===== src/rtl/dvi_pkg.sv =====
// rtl/dvi_pkg.sv - timing defaults, FSM encoding and colour-bar table shared by dvi_scan_ctrl
package dvi_pkg;

    localparam int CNT_W = 16;

    localparam int DEF_H_ACTIVE = 640;
    localparam int DEF_H_FP     = 16;
    localparam int DEF_H_SYNC   = 96;
    localparam int DEF_H_BP     = 48;
    localparam int DEF_V_ACTIVE = 480;
    localparam int DEF_V_FP     = 10;
    localparam int DEF_V_SYNC   = 2;
    localparam int DEF_V_BP     = 33;

    localparam int DEF_H_TOTAL = DEF_H_ACTIVE + DEF_H_FP + DEF_H_SYNC + DEF_H_BP;
    localparam int DEF_V_TOTAL = DEF_V_ACTIVE + DEF_V_FP + DEF_V_SYNC + DEF_V_BP;

    typedef enum logic [1:0] {
        IDLE  = 2'd0,
        RUN   = 2'd1,
        DRAIN = 2'd2
    } scan_state_e;

    // Eight equal-width vertical bars; both pixels of a word share one colour.
    function automatic logic [63:0] bar_word(input int h, input int h_active);
        logic [23:0] rgb;
        case ((h * 8) / h_active)
            0:       rgb = 24'hFFFFFF;
            1:       rgb = 24'hFFFF00;
            2:       rgb = 24'h00FFFF;
            3:       rgb = 24'h00FF00;
            4:       rgb = 24'hFF00FF;
            5:       rgb = 24'hFF0000;
            6:       rgb = 24'h0000FF;
            default: rgb = 24'h000000;
        endcase
        return {8'h00, rgb, 8'h00, rgb};
    endfunction

endpackage


===== src/rtl/dvi_scan_ctrl_if.sv =====
// rtl/dvi_scan_ctrl_if.sv - FIFO, control and DVI_ODDR signals of dvi_scan_ctrl (test_mode with DVI_TEST_PATTERN_EN)
interface dvi_scan_ctrl_if;

    logic        enable;
    logic [63:0] fifo_data;
    logic        fifo_empty;
    logic        fifo_rd;
    logic [63:0] data;
    logic        offset;
    logic        border;
    logic        hs;
    logic        vs;
    logic        frame_start;
    logic        underflow;
    logic        underflow_clr;
`ifdef DVI_TEST_PATTERN_EN
    logic        test_mode;
`endif

    modport master (
        input  enable,
        input  fifo_data,
        input  fifo_empty,
        input  underflow_clr,
`ifdef DVI_TEST_PATTERN_EN
        input  test_mode,
`endif
        output fifo_rd,
        output data,
        output offset,
        output border,
        output hs,
        output vs,
        output frame_start,
        output underflow
    );

    modport slave (
        output enable,
        output fifo_data,
        output fifo_empty,
        output underflow_clr,
`ifdef DVI_TEST_PATTERN_EN
        output test_mode,
`endif
        input  fifo_rd,
        input  data,
        input  offset,
        input  border,
        input  hs,
        input  vs,
        input  frame_start,
        input  underflow
    );

endinterface


===== src/rtl/dvi_raster_counter.sv =====
// rtl/dvi_raster_counter.sv - h/v raster counters with wrap, blanking-start load and active/sync decode
module dvi_raster_counter
    import dvi_pkg::*;
#(
    parameter int H_ACTIVE = DEF_H_ACTIVE,
    parameter int H_FP     = DEF_H_FP,
    parameter int H_SYNC   = DEF_H_SYNC,
    parameter int H_BP     = DEF_H_BP,
    parameter int V_ACTIVE = DEF_V_ACTIVE,
    parameter int V_FP     = DEF_V_FP,
    parameter int V_SYNC   = DEF_V_SYNC,
    parameter int V_BP     = DEF_V_BP
) (
    input  logic             clock,
    input  logic             reset_n,
    input  logic             clear,
    input  logic             load,
    output logic [CNT_W-1:0] h,
    output logic [CNT_W-1:0] v,
    output logic             active,
    output logic             in_hsync,
    output logic             in_vsync,
    output logic             frame_end
);

    localparam logic [CNT_W-1:0] H_ACT    = CNT_W'(H_ACTIVE);
    localparam logic [CNT_W-1:0] H_SYNC_S = CNT_W'(H_ACTIVE + H_FP);
    localparam logic [CNT_W-1:0] H_SYNC_E = CNT_W'(H_ACTIVE + H_FP + H_SYNC);
    localparam logic [CNT_W-1:0] H_LAST   = CNT_W'(H_ACTIVE + H_FP + H_SYNC + H_BP - 1);
    localparam logic [CNT_W-1:0] V_ACT    = CNT_W'(V_ACTIVE);
    localparam logic [CNT_W-1:0] V_SYNC_S = CNT_W'(V_ACTIVE + V_FP);
    localparam logic [CNT_W-1:0] V_SYNC_E = CNT_W'(V_ACTIVE + V_FP + V_SYNC);
    localparam logic [CNT_W-1:0] V_LAST   = CNT_W'(V_ACTIVE + V_FP + V_SYNC + V_BP - 1);

    logic [CNT_W-1:0] h_q, h_d;
    logic [CNT_W-1:0] v_q, v_d;
    logic             h_last, v_last;

    always_comb begin
        h_last = (h_q == H_LAST);
        v_last = (v_q == V_LAST);
        h_d    = h_q;
        v_d    = v_q;
        if (clear) begin
            h_d = '0;
            v_d = '0;
        end else if (load) begin
            // Starting in vertical blanking gives the upstream FIFO time to prefill.
            h_d = '0;
            v_d = V_ACT;
        end else if (h_last) begin
            h_d = '0;
            v_d = v_last ? '0 : v_q + 1'b1;
        end else begin
            h_d = h_q + 1'b1;
        end
    end

    always_ff @(posedge clock or negedge reset_n) begin
        if (!reset_n) begin
            h_q <= '0;
            v_q <= '0;
        end else begin
            h_q <= h_d;
            v_q <= v_d;
        end
    end

    assign h         = h_q;
    assign v         = v_q;
    assign active    = (h_q < H_ACT) && (v_q < V_ACT);
    assign in_hsync  = (h_q >= H_SYNC_S) && (h_q < H_SYNC_E);
    assign in_vsync  = (v_q >= V_SYNC_S) && (v_q < V_SYNC_E);
    assign frame_end = h_last && v_last;

endmodule


===== src/rtl/dvi_scan_ctrl.sv =====
// rtl/dvi_scan_ctrl.sv - DVI_ODDR scan-out sequencer fed from an FWFT pixel FIFO; DVI_TEST_PATTERN_EN adds colour bars
module dvi_scan_ctrl
    import dvi_pkg::*;
#(
    parameter int H_ACTIVE = DEF_H_ACTIVE,
    parameter int H_FP     = DEF_H_FP,
    parameter int H_SYNC   = DEF_H_SYNC,
    parameter int H_BP     = DEF_H_BP,
    parameter int V_ACTIVE = DEF_V_ACTIVE,
    parameter int V_FP     = DEF_V_FP,
    parameter int V_SYNC   = DEF_V_SYNC,
    parameter int V_BP     = DEF_V_BP,
    parameter bit SYNC_POL = 1'b0
) (
    input  logic            clock,
    input  logic            reset_n,
    dvi_scan_ctrl_if.master bus
);

    logic [CNT_W-1:0] h, v;
    logic             active, in_hsync, in_vsync, frame_end;
    logic             cnt_clear, cnt_load;
    scan_state_e      state_q, state_d;

    logic             scanning, want_word, pattern_on, starved;

    logic [63:0]      data_q, data_d;
    logic             offset_q, offset_d;
    logic             border_q, border_d;
    logic             hs_q, hs_d;
    logic             vs_q, vs_d;
    logic             frame_start_q, frame_start_d;
    logic             underflow_q, underflow_d;

    dvi_raster_counter #(
        .H_ACTIVE (H_ACTIVE),
        .H_FP     (H_FP),
        .H_SYNC   (H_SYNC),
        .H_BP     (H_BP),
        .V_ACTIVE (V_ACTIVE),
        .V_FP     (V_FP),
        .V_SYNC   (V_SYNC),
        .V_BP     (V_BP)
    ) u_raster (
        .clock     (clock),
        .reset_n   (reset_n),
        .clear     (cnt_clear),
        .load      (cnt_load),
        .h         (h),
        .v         (v),
        .active    (active),
        .in_hsync  (in_hsync),
        .in_vsync  (in_vsync),
        .frame_end (frame_end)
    );

    always_comb begin
        state_d   = state_q;
        cnt_clear = 1'b0;
        cnt_load  = 1'b0;
        case (state_q)
            IDLE: begin
                if (bus.enable) begin
                    state_d  = RUN;
                    cnt_load = 1'b1;
                end else begin
                    cnt_clear = 1'b1;
                end
            end
            RUN: begin
                if (!bus.enable) state_d = DRAIN;
            end
            DRAIN: begin
                // A stopped scan still finishes the frame so the sink never sees a torn image.
                if (frame_end) state_d = IDLE;
            end
            default: begin
                state_d   = IDLE;
                cnt_clear = 1'b1;
            end
        endcase
    end

    always_ff @(posedge clock or negedge reset_n) begin
        if (!reset_n) state_q <= IDLE;
        else          state_q <= state_d;
    end

`ifdef DVI_TEST_PATTERN_EN
    logic test_q, test_d;

    always_comb begin
        test_d = test_q;
        if (state_q == IDLE) test_d = bus.test_mode;
    end

    always_ff @(posedge clock or negedge reset_n) begin
        if (!reset_n) test_q <= 1'b0;
        else          test_q <= test_d;
    end

    assign pattern_on = test_q;
`else
    assign pattern_on = 1'b0;
`endif

    assign scanning    = (state_q != IDLE);
    assign want_word   = scanning && active && !h[0];
    assign bus.fifo_rd = want_word && !bus.fifo_empty && !pattern_on;
    // An empty FIFO costs the pixel pair (sent black); the raster never slips.
    assign starved     = want_word && bus.fifo_empty && !pattern_on;

    always_comb begin
        data_d = '0;
        if (want_word) begin
`ifdef DVI_TEST_PATTERN_EN
            if (pattern_on)            data_d = bar_word(int'(h), H_ACTIVE);
            else if (!bus.fifo_empty) data_d = bus.fifo_data;
`else
            if (!bus.fifo_empty) data_d = bus.fifo_data;
`endif
        end else if (scanning && active) begin
            data_d = data_q;
        end

        offset_d      = scanning && h[0];
        border_d      = !(scanning && active);
        hs_d          = (scanning && in_hsync) ? SYNC_POL : ~SYNC_POL;
        vs_d          = (scanning && in_vsync) ? SYNC_POL : ~SYNC_POL;
        frame_start_d = scanning && active && (h == '0) && (v == '0);

        underflow_d = underflow_q;
        if (bus.underflow_clr) underflow_d = 1'b0;
        if (starved)           underflow_d = 1'b1;
    end

    always_ff @(posedge clock or negedge reset_n) begin
        if (!reset_n) begin
            data_q        <= '0;
            offset_q      <= 1'b0;
            border_q      <= 1'b1;
            hs_q          <= ~SYNC_POL;
            vs_q          <= ~SYNC_POL;
            frame_start_q <= 1'b0;
            underflow_q   <= 1'b0;
        end else begin
            data_q        <= data_d;
            offset_q      <= offset_d;
            border_q      <= border_d;
            hs_q          <= hs_d;
            vs_q          <= vs_d;
            frame_start_q <= frame_start_d;
            underflow_q   <= underflow_d;
        end
    end

    assign bus.data        = data_q;
    assign bus.offset      = offset_q;
    assign bus.border      = border_q;
    assign bus.hs          = hs_q;
    assign bus.vs          = vs_q;
    assign bus.frame_start = frame_start_q;
    assign bus.underflow   = underflow_q;

endmodule


===== src/flat_wrapper.sv =====
// flat-port wrapper written by rule: the top's interface ports become plain ports
module dvi_scan_ctrl_flat import dvi_pkg::*;
#(
    parameter int H_ACTIVE = DEF_H_ACTIVE,
    parameter int H_FP     = DEF_H_FP,
    parameter int H_SYNC   = DEF_H_SYNC,
    parameter int H_BP     = DEF_H_BP,
    parameter int V_ACTIVE = DEF_V_ACTIVE,
    parameter int V_FP     = DEF_V_FP,
    parameter int V_SYNC   = DEF_V_SYNC,
    parameter int V_BP     = DEF_V_BP,
    parameter bit SYNC_POL = 1'b0
)
  (clock, reset_n, bus_enable, bus_fifo_data, bus_fifo_empty, bus_underflow_clr, bus_fifo_rd, bus_data, bus_offset, bus_border, bus_hs, bus_vs, bus_frame_start, bus_underflow);
  dvi_scan_ctrl_if bus_i ();
  input  logic clock;
  input  logic reset_n;
  input wire logic [$bits(bus_i.enable)-1:0] bus_enable;
  input wire logic [$bits(bus_i.fifo_data)-1:0] bus_fifo_data;
  input wire logic [$bits(bus_i.fifo_empty)-1:0] bus_fifo_empty;
  input wire logic [$bits(bus_i.underflow_clr)-1:0] bus_underflow_clr;
  output wire logic [$bits(bus_i.fifo_rd)-1:0] bus_fifo_rd;
  output wire logic [$bits(bus_i.data)-1:0] bus_data;
  output wire logic [$bits(bus_i.offset)-1:0] bus_offset;
  output wire logic [$bits(bus_i.border)-1:0] bus_border;
  output wire logic [$bits(bus_i.hs)-1:0] bus_hs;
  output wire logic [$bits(bus_i.vs)-1:0] bus_vs;
  output wire logic [$bits(bus_i.frame_start)-1:0] bus_frame_start;
  output wire logic [$bits(bus_i.underflow)-1:0] bus_underflow;
  assign bus_i.enable = bus_enable;
  assign bus_i.fifo_data = bus_fifo_data;
  assign bus_i.fifo_empty = bus_fifo_empty;
  assign bus_i.underflow_clr = bus_underflow_clr;
  assign bus_fifo_rd = bus_i.fifo_rd;
  assign bus_data = bus_i.data;
  assign bus_offset = bus_i.offset;
  assign bus_border = bus_i.border;
  assign bus_hs = bus_i.hs;
  assign bus_vs = bus_i.vs;
  assign bus_frame_start = bus_i.frame_start;
  assign bus_underflow = bus_i.underflow;
  dvi_scan_ctrl #(.H_ACTIVE(H_ACTIVE), .H_FP(H_FP), .H_SYNC(H_SYNC), .H_BP(H_BP), .V_ACTIVE(V_ACTIVE), .V_FP(V_FP), .V_SYNC(V_SYNC), .V_BP(V_BP), .SYNC_POL(SYNC_POL)) u_core (.clock(clock), .reset_n(reset_n), .bus(bus_i));
endmodule

===== config.mk =====
export PLATFORM = sky130hd
export DESIGN_NAME = dvi_scan_ctrl_flat
export DESIGN_NICKNAME = d
export VERILOG_FILES = /design/src/rtl/dvi_pkg.sv /design/src/rtl/dvi_scan_ctrl_if.sv /design/src/rtl/dvi_raster_counter.sv /design/src/rtl/dvi_scan_ctrl.sv /design/src/flat_wrapper.sv
export SDC_FILE = /design/constraint.sdc
export NUM_CORES = 1
export LEC_CHECK = 0
export ABC_AREA = 1
export ABC_CLOCK_PERIOD_IN_PS = 4200
export CORE_MARGIN = 2
export CORE_UTILIZATION = 48
export CTS_BUF_LIST = sky130_fd_sc_hd__clkbuf_8 sky130_fd_sc_hd__clkbuf_16
export DETAILED_ROUTE_END_ITERATION = 6
export PLACE_DENSITY = 0.8
export SETUP_SLACK_MARGIN = 0.2
export SLEW_MARGIN = 15
export SYNTH_ARGS = -nofsm -noshare
export SYNTH_HDL_FRONTEND = slang
export SYNTH_HIERARCHICAL = 1
export SYNTH_SLANG_ARGS = --single-unit

===== constraint.sdc =====
create_clock -name clock -period 4.2 [get_ports clock]
set_input_delay 0.84 -clock clock [delete_from_list [all_inputs] [get_ports clock]]
set_output_delay 0.84 -clock clock [all_outputs]
set_load 0.01 [all_outputs]

==> impl_metrics.json, run 1 <==
{
  "antennaDiodeCount": 0,
  "vias_per_cell": 5.075,
  "fmax_mhz": 299.2,
  "grt_pass1_vias": 4396,
  "via_count": 4628,
  "drc": 0,
  "insertion_delay_ns": 0.38,
  "min_from": "u_core/bus.data[11]",
  "path_clk_slew_ns": 0.11,
  "core_area_um2": 9864,
  "synth.area.mux_share_pct": 0,
  "drtAntennaViolNets": 0,
  "cp.arrival_ns": 2.50,
  "ir_drop_v": 0.0003243,
  "cp_slowest_stage_delay_ns": 0.54,
  "hpwl_mm": 9.882,
  "cp-start-kind": "flip-flop",
  "netlist_instances": 635,
  "synth_seq_cells": 104,
  "clockBufferDepth": 2,
  "cpLargestDelayFamily": "simple AND/OR/NAND/NOR gates",
  "cts_setup_buffers": 0,
  "holdPathEnd": "u_core/bus.data[11]",
  "powerDensity_nw_per_um2": 504.7,
  "die_x_um": 105.1,
  "skew_ns": 0.01268,
  "holdPathStages": 2,
  "grt.overflow.total": 0,
  "synth_area_um2": 4907,
  "path_buf_inv": 4,
  "min_period_ns": 3.342,
  "gp_congestion": 0.9397,
  "synth_area_leaders": "dfrtp_1 (52%), nand2_1 (22%), nor2_1 (6.1%)",
  "cp_cell_sequence": "inv_1 > nand3_1 > inv_1 > nand3_1 > nor3_1 > inv_1 > nor2_4 > nand2_1 > nor2_4 > clkdlybuf4s50_1",
  "cts_hold_buf": 0,
  "antenna_found_initial": 0,
  "synth_top_family_by_area": "simple AND/OR/NAND/NOR gates",
  "crit_start": "u_core/u_raster/v[13]",
  "cp_slowest_cell": "clkdlybuf4s50_1",
  "final-max-slew-violation-count": 0,
  "status": "finished clean",
  "htree_levels": 3,
  "yosys.area.top_type_share_pct": 51.50,
  "drt_iter0_markers": 276,
  "critical_path_required_ns": 3.36,
  "tritoncts": "built",
  "crit_fanout": 4,
  "finalHoldViolations": 0,
  "cp-end-kind": "primary output",
  "yosysUniqueCellTypes": 30,
  "setup_viol": 0,
  "yosys.area.top_type": "dfrtp_1",
  "rr_worst_depth": 12,
  "grt_util_met2_pct": 40.21,
  "cts_made_buffers": 9,
  "postCtsResizedCells": 0,
  "timing.rr.end": "u_core/bus.data[36]",
  "rsz0062_at_grt": "no",
  "relSlewSlack_pct": 51.02,
  "fin_nets": 847,
  "hp-class": "flip-flop to flip-flop",
  "busiest_layer": "met2",
  "worst_pin_slew_ns": 0.7347,
  "grt_pass1_wl_mm": 22.11,
  "postRouteWirelength_mm": 13.32,
  "drt_pass1_iterations": 5,
  "critPathKind": "flip-flop to primary output",
  "start_util_pct": 49.75,
  "cts_root_buf": "clkbuf_8",
  "grt_use_met1_pct": 34.73,
  "io_pins": 140,
  "row_count": 36,
  "yosysWarningCount": 6,
  "rr_startpoint": "u_core/u_raster/v[13]",
  "synth_xor_area_share_pct": 1.071,
  "synthSimpleGateAreaFrac_pct": 35.31,
  "drive_gt1_share_pct": 5.905,
  "die_h_um": 105.1,
  "synth_fp_nets": 708,
  "die-area_um2": 11050,
  "rrSetupSlack_ns": 1.67,
  "synth.avg_cell_area_um2": 7.728,
  "io_buffer_count": 139,
  "wl_per_cell_um": 14.61,
  "cpMostUsedCell": "inv_1",
  "period_share_pct": 79.58,
  "synth-compound-area-share_pct": 3.213,
  "syn_to_final_growth_pct": 34.29,
  "yosys.area_share.adder_pct": 1.020,
  "synth_seq_area_share_pct": 53.11,
  "grt_max_degree": 65,
  "grtUsageTotal_pct": 25.10,
  "p_leak_nw": 3.223,
  "finalSetupTns_ns": 0,
  "maxCapViolCount": 0,
  "clock_sinks": 104,
  "grt_util_met3_pct": 5.802,
  "fin_hold_ws_ns": 0.4913
}
==> cells in the final DEF, fill, tap and decap left out, drive strengths merged <==
cell type,synthesis,final
nand2,288,288
clkdlybuf4s50,0,138
dfrtp,101,101
nor2,85,85
inv,49,53
nand3,30,30
o21ai,12,12
nand4,11,11
a21oi,11,11
clkbuf,1,10
nor3,10,10
buf,16,7
xor2,6,6
ha,4,4
dfstp,3,3
o22ai,2,2
clkinvlp,0,1
clkinv,0,1
o22a,1,1
a31oi,1,1
o21a,1,1
nor4,1,1
o21bai,1,1
nor3b,1,1
==> cells in the mapped netlist <==
cell        n
inv_1      43
nor3b_2     1
a31oi_1     1
o21ai_1     3
nor2_4      2
nand2_1   283
o21bai_1    1
o22a_1      1
o21ai_0     9
nand3_2     1
o21a_1      1
buf_4       1
buf_2       9
o22ai_1     2
clkbuf_1    1
nor3_2      1
nor4_1      1
xor2_1      6
dfstp_2     3
nor3_1      9
nor2_1     80
inv_2       6
ha_1        4
nor2_2      3
nand2_2     5
dfrtp_1   101
a21oi_1    11
nand4_1    11
buf_6       6
nand3_1    29
==> per-stage QoR <==
step	total power [mW]	util [%]	area (um2)	instances	setup WS [ns]
after floorplan	2.067	-	4907	635	1.907
after global placement	2.676	64.79	6391	896	1.352
after detailed placement	2.718	64.79	6391	896	1.278
after CTS	3.350	66.81	6590	912	0.8530
after global routing	3.544	66.81	6590	912	0.7270
final	3.326	66.81	6590	912	0.8578
==> how the worst max path moves through the flow <==
stage	end	slack (ns)	cells past startpoint
after floorplan	bus_fifo_rd	1.91	10
after CTS	bus_fifo_rd	0.85	10
after detailed placement	bus_fifo_rd	1.28	10
after global placement	bus_fifo_rd	1.35	10
final	bus_fifo_rd	0.86	10
after global routing	bus_fifo_rd	0.73	10
==> tightest hold or removal path, stage by stage, from the launching register on <==
cell and delay [ns]:
dfrtp_1 0.35, nand2_1 0.05, nand2_1 0.06
==> metal layers <==
metal  share of wire, %  routed length, um
met5                  0                  0
met4                1.2                157
met3                6.4                850
met2                 47               6324
met1                 45               5991
==> registers in the layout (all words and copies together), names as in the netlist, 2 cells and up <==
| register | flops |
|---|---|
| u_core/state_q | 2 |
| u_core/bus.data | 64 |
| u_core/u_raster/h | 16 |
| u_core/u_raster/v | 16 |
==> logic make-up (layout without fill, tap and decap cells) <==
family	count (synthesis)	count (layout)
AND/OR/NAND/NOR	426	426
flip-flops	104	104
buffers and inverters	66	210
AO/OA/AOI/OAI	29	29
XOR/XNOR	6	6
adder cells (fa/ha/maj)	4	4
==> final cells by class <==
type | instances | area, um2
clock buffers | 10 | 137.6
clock inverters | 6 | 61.31
repair buffers | 145 | 1434
fillers | 822 | 3274
well taps | 133 | 166.4
multi-input cells | 465 | 2001
flip-flops and latches | 104 | 2606
inverters | 49 | 183.9
==> where the power goes <==
part	internal, mW	leakage, nW	total, mW	switching [mW]
sequential	1.23	1.40	1.38	0.147
combinational	0.575	1.73	1.32	0.740
clock	0.248	0.0986	0.630	0.383
total	2.06	3.22	3.33	1.27
Power figures use the tool's default switching activity.
==> inputs of run 2 (changes only) <==
- ABC_CLOCK_PERIOD_IN_PS: 4200 -> 3000
- CORE_UTILIZATION: 48 -> 43
- PLACE_DENSITY: 0.8 -> 0.76
- clock period: 4.2 -> 3 ns (I/O delays scaled with it)
==> impl_metrics.json, run 2 (synthesized netlist as in run 1, its figures left out) <==
{
  "layout_common_cells": "nand2_1 (283), clkdlybuf4s50_1 (137), dfrtp_1 (101)",
  "tritoncts": "built",
  "wl_per_cell_um": 13.97,
  "grtUsageTotal_pct": 21.20,
  "combinationalPowerShare_pct": 37.1,
  "multiInputGateArea_um2": 2013,
  "skew_ns": 0.006823,
  "ir_drop_v": 0.0003744,
  "rsz0062_at_grt": "no",
  "switching_share_pct": 34.97,
  "fin_area_um2": 6715,
  "path_clk_slew_ns": 0.07,
  "drt_pass1_iterations": 5,
  "cp-end-kind": "primary output",
  "fillers": 983,
  "die_h_um": 110.8,
  "fin_hold_ws_ns": 0.1627,
  "p_leak_nw": 3.289,
  "core_area_um2": 11270,
  "p_int_mw": 3.198,
  "critPathKind": "flip-flop to primary output",
  "min_period_ns": 2.546,
  "placed_cell_area_um2": 6409,
  "rrSetupSlack_ns": 0.66,
  "largest_register_ffs": 64,
  "antennaDiodeCount": 0,
  "seqPwrFrac_pct": 39.4,
  "insertion_delay_ns": 0.34,
  "period_share_pct": 84.86,
  "antenna_found_initial": 0,
  "powerDensity_nw_per_um2": 732.4,
  "fin_nets": 846,
  "status": "finished clean",
  "crit_fanout": 4,
  "cts_made_buffers": 9,
  "relSlewSlack_pct": 57.73,
  "cts_setup_buffers": 0,
  "finalHoldViolations": 0,
  "finalSetupTns_ns": 0,
  "drtAntennaViolNets": 0,
  "grt_max_degree": 82,
  "drt_iter0_markers": 385,
  "io_pins": 140,
  "grt.overflow.total": 0,
  "gp_congestion": 0.9792,
  "grt_pass1_wl_mm": 21.13,
  "postRouteWirelength_mm": 12.87,
  "io_buffer_count": 139,
  "seqCellArea_um2": 2606,
  "htree_levels": 3,
  "final-max-slew-violation-count": 0,
  "clock_sinks": 104,
  "worst_pin_slew_ns": 0.6341,
  "clockBufferDepth": 2,
  "fmax_mhz": 392.8,
  "cts_root_buf": "clkbuf_16",
  "cp.arrival_ns": 1.95,
  "drive_gt1_share_pct": 6.041,
  "hp-class": "input pin to asynchronous set/reset pin",
  "p_sw_mw": 1.720,
  "die-area_um2": 12280,
  "grt_pass1_vias": 4400,
  "final_common_cell": "nand2_1",
  "setup_viol": 0,
  "critical_path_required_ns": 2.40,
  "hpwl_mm": 9.342,
  "cp-start-kind": "flip-flop",
  "via_count": 4585,
  "drc": 0,
  "clock_power_share_pct": 23.5,
  "syn_to_final_growth_pct": 36.84,
  "start_util_pct": 43.53,
  "maxCapViolCount": 0,
  "vias_per_cell": 4.978,
  "row_count": 39,
  "die_x_um": 110.8
}
## run 2: critical path: stages (launching register included)
cell      delay, ns
dfrtp_1        0.40
inv_1          0.13
nand3_2        0.12
inv_1          0.07
nand3_1        0.10
nor3_2         0.19
inv_1          0.08
nor2_4         0.15
nand2_1        0.10
nor2_4         0.13
clkbuf_2       0.15
## run 2: through the flow
step	utilization (%)	setup slack [ns]	total power, mW	cells
final	59.57	0.4543	4.918	921
after global routing	59.57	0.2570	5.229	921
after CTS	59.50	0.2607	4.964	921
after detailed placement	56.85	0.3619	3.793	905
after global placement	56.85	0.3597	3.741	905
after floorplan	-	0.9466	2.894	635
## run 2: what timing repair did
item,4_1_cts,5_1_grt
resized for setup,1,5
hold endpoints to repair,0,0
setup endpoints to repair,1,1
hold buffers,0,0
gates cloned,0,0
## run 2: metal layers
metal | track usage [%] | vias to the layer above | share of wire [%] | wire (um)
li1 | - | 2238 | - | -
met1 | 27.59 | 2134 | 44 | 5604
met2 | 34.97 | 192 | 47 | 6076
met3 | 4.265 | 21 | 7.2 | 922
met4 | 8.417 | 0 | 2.0 | 262
met5 | 0 | - | 0 | 0
## run 2: final timing paths
| path | to | cells past startpoint | from |
|---|---|---|---|
| max | bus_fifo_rd | 10 | u_core/u_raster/v[13] |
| min | u_core/state_q[0] | 1 | reset_n |
| max reg2reg | u_core/bus.data[5] | 12 | u_core/u_raster/v[13] |
| min reg2reg | u_core/bus.data[22] | 2 | u_core/bus.data[22] |
| max in group asynchronous | u_core/bus.border | 2 | reset_n |
| min in group clock | u_core/bus.data[22] | 2 | u_core/bus.data[22] |
## run 2: cell type report
| cell class | instances | area share, % |
|---|---|---|
| clock buffer | 10 | 3.559 |
| clock inverter | 6 | 0.8944 |
| inverter | 49 | 2.739 |
| sequential | 104 | 38.81 |
| timing repair buffer | 144 | 21.35 |
| multi-input combinational | 465 | 29.98 |
| tap | 143 | 2.664 |
## run 2: power by group through the flow
stage                     Sequential (mW)  Clock, mW  Combinational (mW)
after CTS                            1.94       1.19                1.83
final                                1.94       1.16                1.82
after detailed placement             1.96          0                1.83
after global routing                 1.98       1.27                1.98
after global placement               1.94          0                1.80
after floorplan                      2.08          0               0.819
==> inputs of run 3 (changes only) <==
- ABC_CLOCK_PERIOD_IN_PS: 3000 -> 2200
- clock period: 3 -> 2.2 ns (I/O delays scaled with it)
==> impl_metrics.json, run 3 (synthesized netlist as in run 1, its figures left out) <==
{
  "grt_pass1_wl_mm": 22.34,
  "start_util_pct": 43.53,
  "worst_pin_slew_ns": 0.4573,
  "htree_levels": 3,
  "row_count": 39,
  "combinationalPowerShare_pct": 39.6,
  "final-max-slew-violation-count": 0,
  "status": "finished clean",
  "final_common_cell": "nand2_1",
  "fmax_mhz": 461.4,
  "placedCellCount": 939,
  "cp_slowest_stage_delay_ns": 0.39,
  "hpwl_mm": 9.606,
  "cpMostUsedCell": "nor2_4",
  "switching_share_pct": 35.35,
  "skew_ns": 0.008928,
  "grtUsageTotal_pct": 22.16,
  "grt.overflow.total": 0,
  "relSlewSlack_pct": 69.40,
  "io_pins": 140,
  "drc": 0,
  "cp_slowest_cell": "dfrtp_1",
  "drtAntennaViolNets": 0,
  "via_count": 4780,
  "critPathKind": "flip-flop to primary output",
  "cts_root_buf": "clkbuf_16",
  "period_share_pct": 98.50,
  "grt_max_degree": 65,
  "finalHoldViolations": 0,
  "powerDensity_nw_per_um2": 993.6,
  "path_clk_slew_ns": 0.07,
  "postRouteWirelength_mm": 13.80,
  "cts_made_buffers": 9,
  "grt_pass1_vias": 4655,
  "gp_congestion": 0.9326,
  "rsz0062_at_grt": "yes",
  "cpLargestDelayFamily": "simple AND/OR/NAND/NOR gates",
  "routed.top_layer": "met4",
  "die_h_um": 110.8,
  "layout_common_cells": "nand2_1 (282), clkdlybuf4s50_1 (137), dfrtp_1 (101)",
  "die-area_um2": 12280,
  "critical_path_required_ns": 1.76,
  "wl_met1_mm": 6.069,
  "ir_drop_v": 0.0005142,
  "drt_pass1_iterations": 5,
  "clock_sinks": 104,
  "p_int_mw": 4.583,
  "power_mw": 7.088,
  "cp.arrival_ns": 1.73,
  "cp-end-kind": "primary output",
  "p_leak_nw": 3.521,
  "antennaDiodeCount": 0,
  "hp-class": "flip-flop to flip-flop",
  "insertion_delay_ns": 0.35,
  "p_sw_mw": 2.506,
  "drt_iter0_markers": 455,
  "fin_cells": 963,
  "io_buffer_count": 139,
  "clockBufferDepth": 2,
  "crit_fanout": 3,
  "cp-start-kind": "flip-flop",
  "antenna_found_initial": 0,
  "syn_to_final_growth_pct": 45.38,
  "clock_power_share_pct": 23.4,
  "setup_viol": 0,
  "min_period_ns": 2.167,
  "tritoncts": "built",
  "die_x_um": 110.8,
  "maxCapViolCount": 0,
  "wl_met3_um": 932,
  "fin_nets": 888,
  "core_area_um2": 11270,
  "fillers": 930,
  "drive_gt1_share_pct": 11.34,
  "largest_register_ffs": 64,
  "wl_met2_mm": 6.590,
  "wl_per_cell_um": 14.33,
  "path_buf_inv": 3,
  "cp_cell_sequence": "nor2_2 > buf_4 > nand4_1 > nor2_1 > nor3_2 > inv_1 > nor2_4 > nand2_2 > nor2_4 > buf_6",
  "vias_per_cell": 4.964,
  "seqPwrFrac_pct": 36.9
}
[run 3: changes by cell type in the layout (fill, tap and decap cells not counted), sizes merged]
| cell | delta |
|---|---|
| clkbuf | +1 |
| clkinv | -1 |
| buf | +40 |
| dlygate4sd3 | +1 |
| inv | -1 |
| clkinvlp | +2 |
[run 3: worst reg2reg max path, stage by stage (launching register included)]
cell and delay [ns]:
dfrtp_1 0.39, nor2_2 0.14, buf_4 0.14, nand4_1 0.15, nor2_1 0.15, nor3_2 0.06
inv_1 0.09, nor2_4 0.04, nand2_2 0.07, nor2_4 0.04, buf_4 0.16, clkbuf_16 0.21
nand2_1 0.08, nand2_1 0.05
[run 3: worst paths after layout]
check                                            from                   end  slack (ns)  cells after the start
worst min register to register     u_core/bus.data[5]    u_core/bus.data[5]        0.48                      2
max in group asynchronous                     reset_n    u_core/bus.data[8]        1.03                      3
min in group asynchronous                     reset_n  u_core/u_raster/v[4]        0.51                      2
worst max register to register  u_core/u_raster/h[11]   u_core/bus.data[13]        0.32                     13
worst min-delay path               u_core/bus.data[5]    u_core/bus.data[5]        0.48                      2
worst max-delay path            u_core/u_raster/h[11]           bus_fifo_rd        0.03                     10
[run 3: what timing repair did]
action	CTS	global route
hold buffers	1	0
endpoints found under the setup margin	65	75
buffers inserted	2	3
resized for setup	8	10
endpoints found under the hold margin	17	0
pin swaps	6	4
cloned	0	2
[run 3: layout make-up]
class	instances	area [um2]	area share, %
Clock buffer	10	239.0	3.350
Timing Repair Buffer	186	1829	25.64
Inverter	49	183.9	2.578
Clock inverter	6	73.82	1.035
Multi-Input combinational cell	465	2023	28.36
Tap cell	143	178.9	2.508
Sequential cell	104	2606	36.53
[run 3: metal layers]
layer | global-route usage (%) | vias up
li1 | - | 2325
met1 | 30.22 | 2238
met2 | 35.99 | 197
met3 | 4.538 | 20
met4 | 6.667 | 0
met5 | 0 | -
[run 3: power groups by stage]
stage | Sequential (mW) | Clock (mW) | Combinational (mW)
finish | 2.62 | 1.66 | 2.81
global route | 2.67 | 1.79 | 3.06
CTS | 2.61 | 1.69 | 2.65
detailed placement | 2.65 | 0 | 2.63
global placement | 2.61 | 0 | 2.60
floorplan | 2.83 | 0 | 1.12
[run 3: metrics by stage]
stage / hold WS, ns / setup TNS [ns] / util (%) / setup WS [ns] / cell area (um2)
6_report: 0.4815 / 0 / 63.29 / 0.03290 / 7134
4_1_cts: 0.4838 / -0.02451 / 62.30 / -0.02451 / 7023
2_1_floorplan: 0.1444 / 0 / - / 0.3066 / 4907
5_1_grt: 0.5018 / -0.09007 / 63.29 / -0.09007 / 7134
3_5_place_dp: 0.3427 / -0.1324 / 59.23 / -0.1324 / 6676
3_3_place_gp: 0.3356 / -0.1439 / 59.23 / -0.1338 / 6676
